<file path="src/rtl/g_aetcam_write_ctrl_if.sv">
// Host-side handshake bundle for the TCAM write controller.
// Requests arrive as (op, key, mask, idx); responses return as (status, idx).
interface g_aetcam_write_ctrl_if #(
  parameter int WIDTH = 16,
  parameter int IDX_W = 5
);
  logic             req_valid;
  logic             req_ready;
  logic             req_op;
  logic [WIDTH-1:0] req_key;
  logic [WIDTH-1:0] req_mask;
  logic [IDX_W:0]   req_idx;
  logic             rsp_valid;
  logic             rsp_ready;
  logic [1:0]       rsp_status;
  logic [IDX_W-1:0] rsp_idx;

  modport master (
    output req_valid, req_op, req_key, req_mask, req_idx, rsp_ready,
    input  req_ready, rsp_valid, rsp_status, rsp_idx
  );

  modport slave (
    input  req_valid, req_op, req_key, req_mask, req_idx, rsp_ready,
    output req_ready, rsp_valid, rsp_status, rsp_idx
  );
endinterface

</file>
<file path="src/rtl/g_aetcam_write_ctrl.sv">
// Write-side controller for a St/M ternary CAM.
// Inserts go to the lowest free row; deletes clear a row and its valid bit.
// Optional macro G_AETCAM_DUP_CHECK_EN adds shadow (st, mask) storage so that
// re-inserting an already valid rule returns DUP instead of taking a new row.
module g_aetcam_write_ctrl #(
  parameter  int DEPTH = 32,
  parameter  int WIDTH = 16,
  localparam int IDX_W = $clog2(DEPTH)
) (
  input  logic                   clk,
  input  logic                   rst,
  g_aetcam_write_ctrl_if.slave   bus,
  output logic [DEPTH-1:0]       cam_wen,
  output logic [WIDTH-1:0]       cam_w_st,
  output logic [WIDTH-1:0]       cam_w_m,
  output logic [DEPTH-1:0]       entry_valid,
  output logic [IDX_W:0]         count,
  output logic                   full
);

  typedef enum logic [1:0] {S_IDLE, S_CHECK, S_WRITE, S_RESP} state_t;

  localparam logic [1:0]     ST_OK   = 2'b00;
  localparam logic [1:0]     ST_FULL = 2'b01;
  localparam logic [1:0]     ST_INV  = 2'b10;
  localparam logic [1:0]     ST_DUP  = 2'b11;
  localparam logic [IDX_W:0] DEPTH_L = (IDX_W+1)'(DEPTH);

  state_t             state_q, state_d;
  logic               op_q;
  logic [WIDTH-1:0]   st_q, m_q;
  logic [IDX_W:0]     idx_q;
  logic [IDX_W-1:0]   tgt_q, tgt_d;
  logic [1:0]         status_q, status_d;
  logic [DEPTH-1:0]   valid_q;
  logic [IDX_W:0]     count_q;
  logic [IDX_W-1:0]   alloc_idx;
  logic               dup_hit;
  logic [IDX_W-1:0]   dup_idx;
  logic               del_ok;
  logic               full_w;
  logic               wr;

  assign full_w = (count_q == DEPTH_L);
  assign del_ok = (idx_q < DEPTH_L) && valid_q[idx_q[IDX_W-1:0]];

  // Lowest free row: scan downwards so the last hit is the smallest index.
  always_comb begin
    alloc_idx = '0;
    for (int i = DEPTH-1; i >= 0; i--)
      if (!valid_q[i]) alloc_idx = IDX_W'(i);
  end

`ifdef G_AETCAM_DUP_CHECK_EN
  logic [WIDTH-1:0] sh_st [DEPTH];
  logic [WIDTH-1:0] sh_m  [DEPTH];

  // Shadow copy of each inserted rule; stale rows are masked by valid_q.
  always_ff @(posedge clk) begin
    if (state_q == S_WRITE && !op_q) begin
      sh_st[tgt_q] <= st_q;
      sh_m[tgt_q]  <= m_q;
    end
  end

  // Match the pending normalised rule against all valid rows, lowest wins.
  always_comb begin
    dup_hit = 1'b0;
    dup_idx = '0;
    for (int i = DEPTH-1; i >= 0; i--)
      if (valid_q[i] && sh_st[i] == st_q && sh_m[i] == m_q) begin
        dup_hit = 1'b1;
        dup_idx = IDX_W'(i);
      end
  end
`else
  assign dup_hit = 1'b0;
  assign dup_idx = '0;
`endif

  // Next-state and CHECK-time decisions (target row and response status).
  always_comb begin
    state_d  = state_q;
    tgt_d    = tgt_q;
    status_d = status_q;
    case (state_q)
      S_IDLE:  if (bus.req_valid) state_d = S_CHECK;
      S_CHECK: begin
        if (!op_q) begin
          if (dup_hit) begin
            state_d = S_RESP; status_d = ST_DUP;  tgt_d = dup_idx;
          end else if (full_w) begin
            state_d = S_RESP; status_d = ST_FULL; tgt_d = '0;
          end else begin
            state_d = S_WRITE; status_d = ST_OK;  tgt_d = alloc_idx;
          end
        end else if (del_ok) begin
          state_d = S_WRITE; status_d = ST_OK;  tgt_d = idx_q[IDX_W-1:0];
        end else begin
          state_d = S_RESP;  status_d = ST_INV; tgt_d = '0;
        end
      end
      S_WRITE: state_d = S_RESP;
      S_RESP:  if (bus.rsp_ready) state_d = S_IDLE;
      default: state_d = S_IDLE;
    endcase
  end

  // FSM state plus the registered decision fields.
  always_ff @(posedge clk) begin
    if (rst) begin
      state_q  <= S_IDLE;
      tgt_q    <= '0;
      status_q <= ST_OK;
    end else begin
      state_q  <= state_d;
      tgt_q    <= tgt_d;
      status_q <= status_d;
    end
  end

  // Request capture and per-row validity bookkeeping.
  always_ff @(posedge clk) begin
    if (rst) begin
      op_q    <= 1'b0;
      st_q    <= '0;
      m_q     <= '0;
      idx_q   <= '0;
      valid_q <= '0;
      count_q <= '0;
    end else begin
      if (state_q == S_IDLE && bus.req_valid) begin
        op_q  <= bus.req_op;
        st_q  <= bus.req_key & ~bus.req_mask;
        m_q   <= bus.req_mask;
        idx_q <= bus.req_idx;
      end
      if (state_q == S_WRITE) begin
        valid_q[tgt_q] <= !op_q;
        count_q        <= op_q ? count_q - 1'b1 : count_q + 1'b1;
      end
    end
  end

  // Outputs are gated by rst so nothing leaks while reset is asserted.
  assign wr             = (state_q == S_WRITE) && !rst;
  assign bus.req_ready  = (state_q == S_IDLE) && !rst;
  assign bus.rsp_valid  = (state_q == S_RESP) && !rst;
  assign bus.rsp_status = bus.rsp_valid ? status_q : 2'b00;
  assign bus.rsp_idx    = bus.rsp_valid ? tgt_q : '0;
  assign cam_wen        = wr ? ({{(DEPTH-1){1'b0}}, 1'b1} << tgt_q) : '0;
  assign cam_w_st       = (wr && !op_q) ? st_q : '0;
  assign cam_w_m        = (wr && !op_q) ? m_q  : '0;
  assign entry_valid    = valid_q;
  assign count          = count_q;
  assign full           = full_w;

endmodule

</file>
<file path="src/flat_wrapper.sv">
// flat-port wrapper written by rule: the top's interface ports become plain ports
module g_aetcam_write_ctrl_flat 
#(
  parameter  int DEPTH = 32,
  parameter  int WIDTH = 16,
  localparam int IDX_W = $clog2(DEPTH)
)
  (clk, rst, cam_wen, cam_w_st, cam_w_m, entry_valid, count, full, bus_req_valid, bus_req_op, bus_req_key, bus_req_mask, bus_req_idx, bus_rsp_ready, bus_req_ready, bus_rsp_valid, bus_rsp_status, bus_rsp_idx);
  g_aetcam_write_ctrl_if #(.WIDTH(WIDTH), .IDX_W((5))) bus_i ();
  input  logic clk;
  input  logic rst;
  output logic [DEPTH-1:0] cam_wen;
  output logic [WIDTH-1:0] cam_w_st;
  output logic [WIDTH-1:0] cam_w_m;
  output logic [DEPTH-1:0] entry_valid;
  output logic [IDX_W:0] count;
  output logic full;
  input wire logic [$bits(bus_i.req_valid)-1:0] bus_req_valid;
  input wire logic [$bits(bus_i.req_op)-1:0] bus_req_op;
  input wire logic [$bits(bus_i.req_key)-1:0] bus_req_key;
  input wire logic [$bits(bus_i.req_mask)-1:0] bus_req_mask;
  input wire logic [$bits(bus_i.req_idx)-1:0] bus_req_idx;
  input wire logic [$bits(bus_i.rsp_ready)-1:0] bus_rsp_ready;
  output wire logic [$bits(bus_i.req_ready)-1:0] bus_req_ready;
  output wire logic [$bits(bus_i.rsp_valid)-1:0] bus_rsp_valid;
  output wire logic [$bits(bus_i.rsp_status)-1:0] bus_rsp_status;
  output wire logic [$bits(bus_i.rsp_idx)-1:0] bus_rsp_idx;
  assign bus_i.req_valid = bus_req_valid;
  assign bus_i.req_op = bus_req_op;
  assign bus_i.req_key = bus_req_key;
  assign bus_i.req_mask = bus_req_mask;
  assign bus_i.req_idx = bus_req_idx;
  assign bus_i.rsp_ready = bus_rsp_ready;
  assign bus_req_ready = bus_i.req_ready;
  assign bus_rsp_valid = bus_i.rsp_valid;
  assign bus_rsp_status = bus_i.rsp_status;
  assign bus_rsp_idx = bus_i.rsp_idx;
  g_aetcam_write_ctrl #(.DEPTH(DEPTH), .WIDTH(WIDTH)) u_core (.clk(clk), .rst(rst), .bus(bus_i), .cam_wen(cam_wen), .cam_w_st(cam_w_st), .cam_w_m(cam_w_m), .entry_valid(entry_valid), .count(count), .full(full));
endmodule
</file>
<file path="config.mk">
export PLATFORM = sky130hd
export DESIGN_NAME = g_aetcam_write_ctrl_flat
export DESIGN_NICKNAME = d
export VERILOG_FILES = /design/src/rtl/g_aetcam_write_ctrl_if.sv /design/src/rtl/g_aetcam_write_ctrl.sv /design/src/flat_wrapper.sv
export SDC_FILE = /design/constraint.sdc
export NUM_CORES = 1
export LEC_CHECK = 0
export BUFFER_PORTS_ARGS = -buffer_cell sky130_fd_sc_hd__buf_2
export CAP_MARGIN = 20
export CORE_MARGIN = 1
export CORE_UTILIZATION = 55
export CTS_CLUSTER_SIZE = 28
export DETAILED_ROUTE_END_ITERATION = 16
export PLACE_DENSITY_LB_ADDON = 0.1
export SLEW_MARGIN = 20
export SYNTH_ARGS = -nofsm -noshare
export SYNTH_HDL_FRONTEND = slang
export SYNTH_SLANG_ARGS = --single-unit
</file>
<file path="constraint.sdc">
create_clock -name clk -period 5.43 [get_ports clk]
set_input_delay 0.2715 -clock clk [delete_from_list [all_inputs] [get_ports clk]]
set_output_delay 0.2715 -clock clk [all_outputs]
set_load 0.03 [all_outputs]
</file>
==> flow_summary.toml <==
[run_status]
outcome = "finished, final reports clean"

[clocking]
cts-root-buf = "clkbuf_8"
cts_resized = 0
hold_buffers = 0
cts_tree = "done"
clk-insertion-delay-late_ns = 0.36
htree_levels = 3
cts_setup_buffers = 0
cts_buffers = 9
clockBufferDepth = 2
clkTransAtPathRegs_ns = 0.11
cts.sinks = 86

[worst_setup_path]
worstPathMaxFanout = 11
crit_start = "u_core.state_q[0]"
cp.required_ns = 5.16
criticalPathCategory = "flip-flop to primary output"
r2r-start = "u_core.idx_q[1]"
start_kind = "flip-flop"
cp_data_arrival_time_ns = 2.48
end_kind = "primary output"

[logic_synthesis]
synth_top_area_share_pct = 36.14
async_flop_share_pct = 0
ys_warn_count = 0
synth_cell_type_count = 53
ys.flop_type = "dfxtp_1"
syn-num-nets = 663
synth_edf_count = 0
avgSynthCellArea_um2 = 7.809
seq_area_frac_synth_pct = 36.14
synthTopCellsByArea = "dfxtp_1 (36%), nor2_1 (8.2%), nand2_1 (6.4%)"
synth_top_area_cell = "dfxtp_1"
synth_cells = 610
synth_area_um2 = 4763
ys_ff_latch = 86

[placement]
dpl_cell_area_um2 = 5438
place.gp.congestion = 0.8814
dp.cells = 827
port_buffers = 154
dp_hpwl_um = 8963
post-place-ws_ns = 2.938

[sta]
setup_violations = 0
rsz0062_at_grt = "false"
worst_slack_ns = 2.680
worst_slew_pin_slew_ns = 0.8405
slew_viol_final = 0
clock_skew_ns = 0.01428
finalHoldViolCount = 0
fmax_mhz = 363.6
min_period_over_period_pct = 50.64
tns_ns = 0
max_slew_margin_pct = 43.96
period_minus_slack_ns = 2.750

[layout]
drive_gt1_share_pct = 25.88
utilization_pct = 67.77
syn_to_final_growth_pct = 18.07
nNetsFinal = 786
finalNonFillerCells = 843
diodes = 0
finalInstanceArea_um2 = 5624
num-fill-cells = 726

[grt]
overflow = 0
grtUsageTotal_pct = 28.39
antenna_found_initial = 0
grt_pass1_wl_um = 20200
grt_pass1_vias = 4269
grt_max_degree = 51

[detailed_routing]
wl_per_cell_um = 15.23
viasPerCell = 5.664
drc = 0
num_vias = 4775
drtPass1Iterations = 5
ant_nets = 0
routed_wl_um = 12840
drt_iter0_markers = 237

[die]
die_y_um = 95.06
io-pin-count = 155
core_area_um2 = 8299
die_area_um2 = 9036
start_util_pct = 57.39
dieWidth_um = 95.06
rows = 33

[power_and_ir_drop]
vdd_drop_max_mv = 0.1535
powerDensity_nw_per_um2 = 309.0
p_leak_uw = 0.002469

[hold_path]
hp-class = "primary input to flip-flop"
min_from = "bus_req_mask[1]"

[run]
drv_cap = 0
-- cells in the mapped netlist (2+ instances only) --
cell and instances:
and2_1 8, or3_1 7, nor2b_1 3, a21o_1 2, ha_1 9, xnor2_1 5, nor2_1 104, a21oi_1 57
clkbuf_1 37, clkbuf_8 5, o2111ai_1 3, dfxtp_1 86, o21bai_1 2, inv_1 15, mux4_1 5, and3_1 33
buf_6 3, nand3b_1 21, mux2i_1 15, a31oi_1 3, o21ai_0 13, nand4_1 7, nand2b_1 2, a221o_1 3
a211oi_2 2, a211oi_1 28, or3b_2 2, nand3_1 14, or2_2 4, nand4b_1 2, nand2_1 81, and2b_1 2
nor3_1 7
-- final timing paths --
kind                      to  cells after the start  slack (ns)
max              cam_wen[16]                      6        2.68
min            u_core.m_q[1]                      3        0.14
max reg2reg  u_core.tgt_q[1]                      6        2.89
min reg2reg  u_core.st_q[13]                      2        0.45
-- area by class of cell --
cell class	instances	area [um^2]	area share, %
clock inverter	7	62.56	1.112
tap	105	131.4	2.336
sequential	86	1722	30.61
clock buffer	9	123.9	2.202
timing repair buffer	160	815.8	14.51
inverter	15	56.30	1.001
multi-input combinational	461	2713	48.23
-- cells in the final DEF, fill, tap and decap left out, types with 8 or more instances in the layout --
master,synthesis,final
a211oi_1,28,28
a21oi_1,57,57
and2_1,8,8
and3_1,33,33
buf_2,0,154
clkbuf_8,5,9
dfxtp_1,86,86
ha_1,9,9
inv_1,15,15
mux2i_1,15,15
nand2_1,81,81
nand3_1,14,14
nand3b_1,21,21
nor2_1,104,104
o21ai_0,13,13
-- state kept, by name, summed over array words and instances, names as in the netlist --
| name | flops |
|---|---|
| u_core.count | 6 |
| u_core.tgt_q | 5 |
| u_core.status_q | 2 |
| u_core.entry_valid | 32 |
| u_core.m_q | 16 |
| u_core.st_q | 16 |
| u_core.idx_q | 6 |
| u_core.state_q | 2 |
| u_core.op_q | 1 |
-- where the power goes --
group	switching (uW)	total, uW	internal, uW
sequential	80.8	775	695
combinational	346	527	181
clock	260	436	176
-- through the flow --
stage / hold slack, ns / total power (uW)
after CTS: 0.1290 / 1743
after global routing: 0.1233 / 1841
final: 0.1399 / 1738
after floorplan: 0.4075 / 1198
after global placement: 0.4345 / 1289
after detailed placement: 0.4407 / 1311
-- per-layer routing --
layer  vias to the layer above  share of wire [%]  GRT usage (%)
met5                         -                  0              0
met4                         0                1.5          9.091
met3                        16                6.9          5.662
met2                       195                 49          49.11
met1                      2196                 42          35.24
li1                       2368                  -              -
-- worst max-delay path, stage by stage (launching register included) --
cell and delay (ns):
dfxtp_1 0.37, inv_1 0.14, ha_1 0.25, or3b_2 0.61, or2_2 0.42, nor2_1 0.12
buf_2 0.21
-- cells by family (layout without fill, tap and decap cells) --
kind of cell	after synthesis	count (layout)	synth area share, %
flops	86	86	36.14
compound gates	123	123	16.39
fa+ha+maj	10	10	2.784
xor+xnor	5	5	0.9193
buf+inv	63	191	6.908
simple gates	302	302	30.47
mux	21	21	6.383
(Power assumes the default switching activity.)
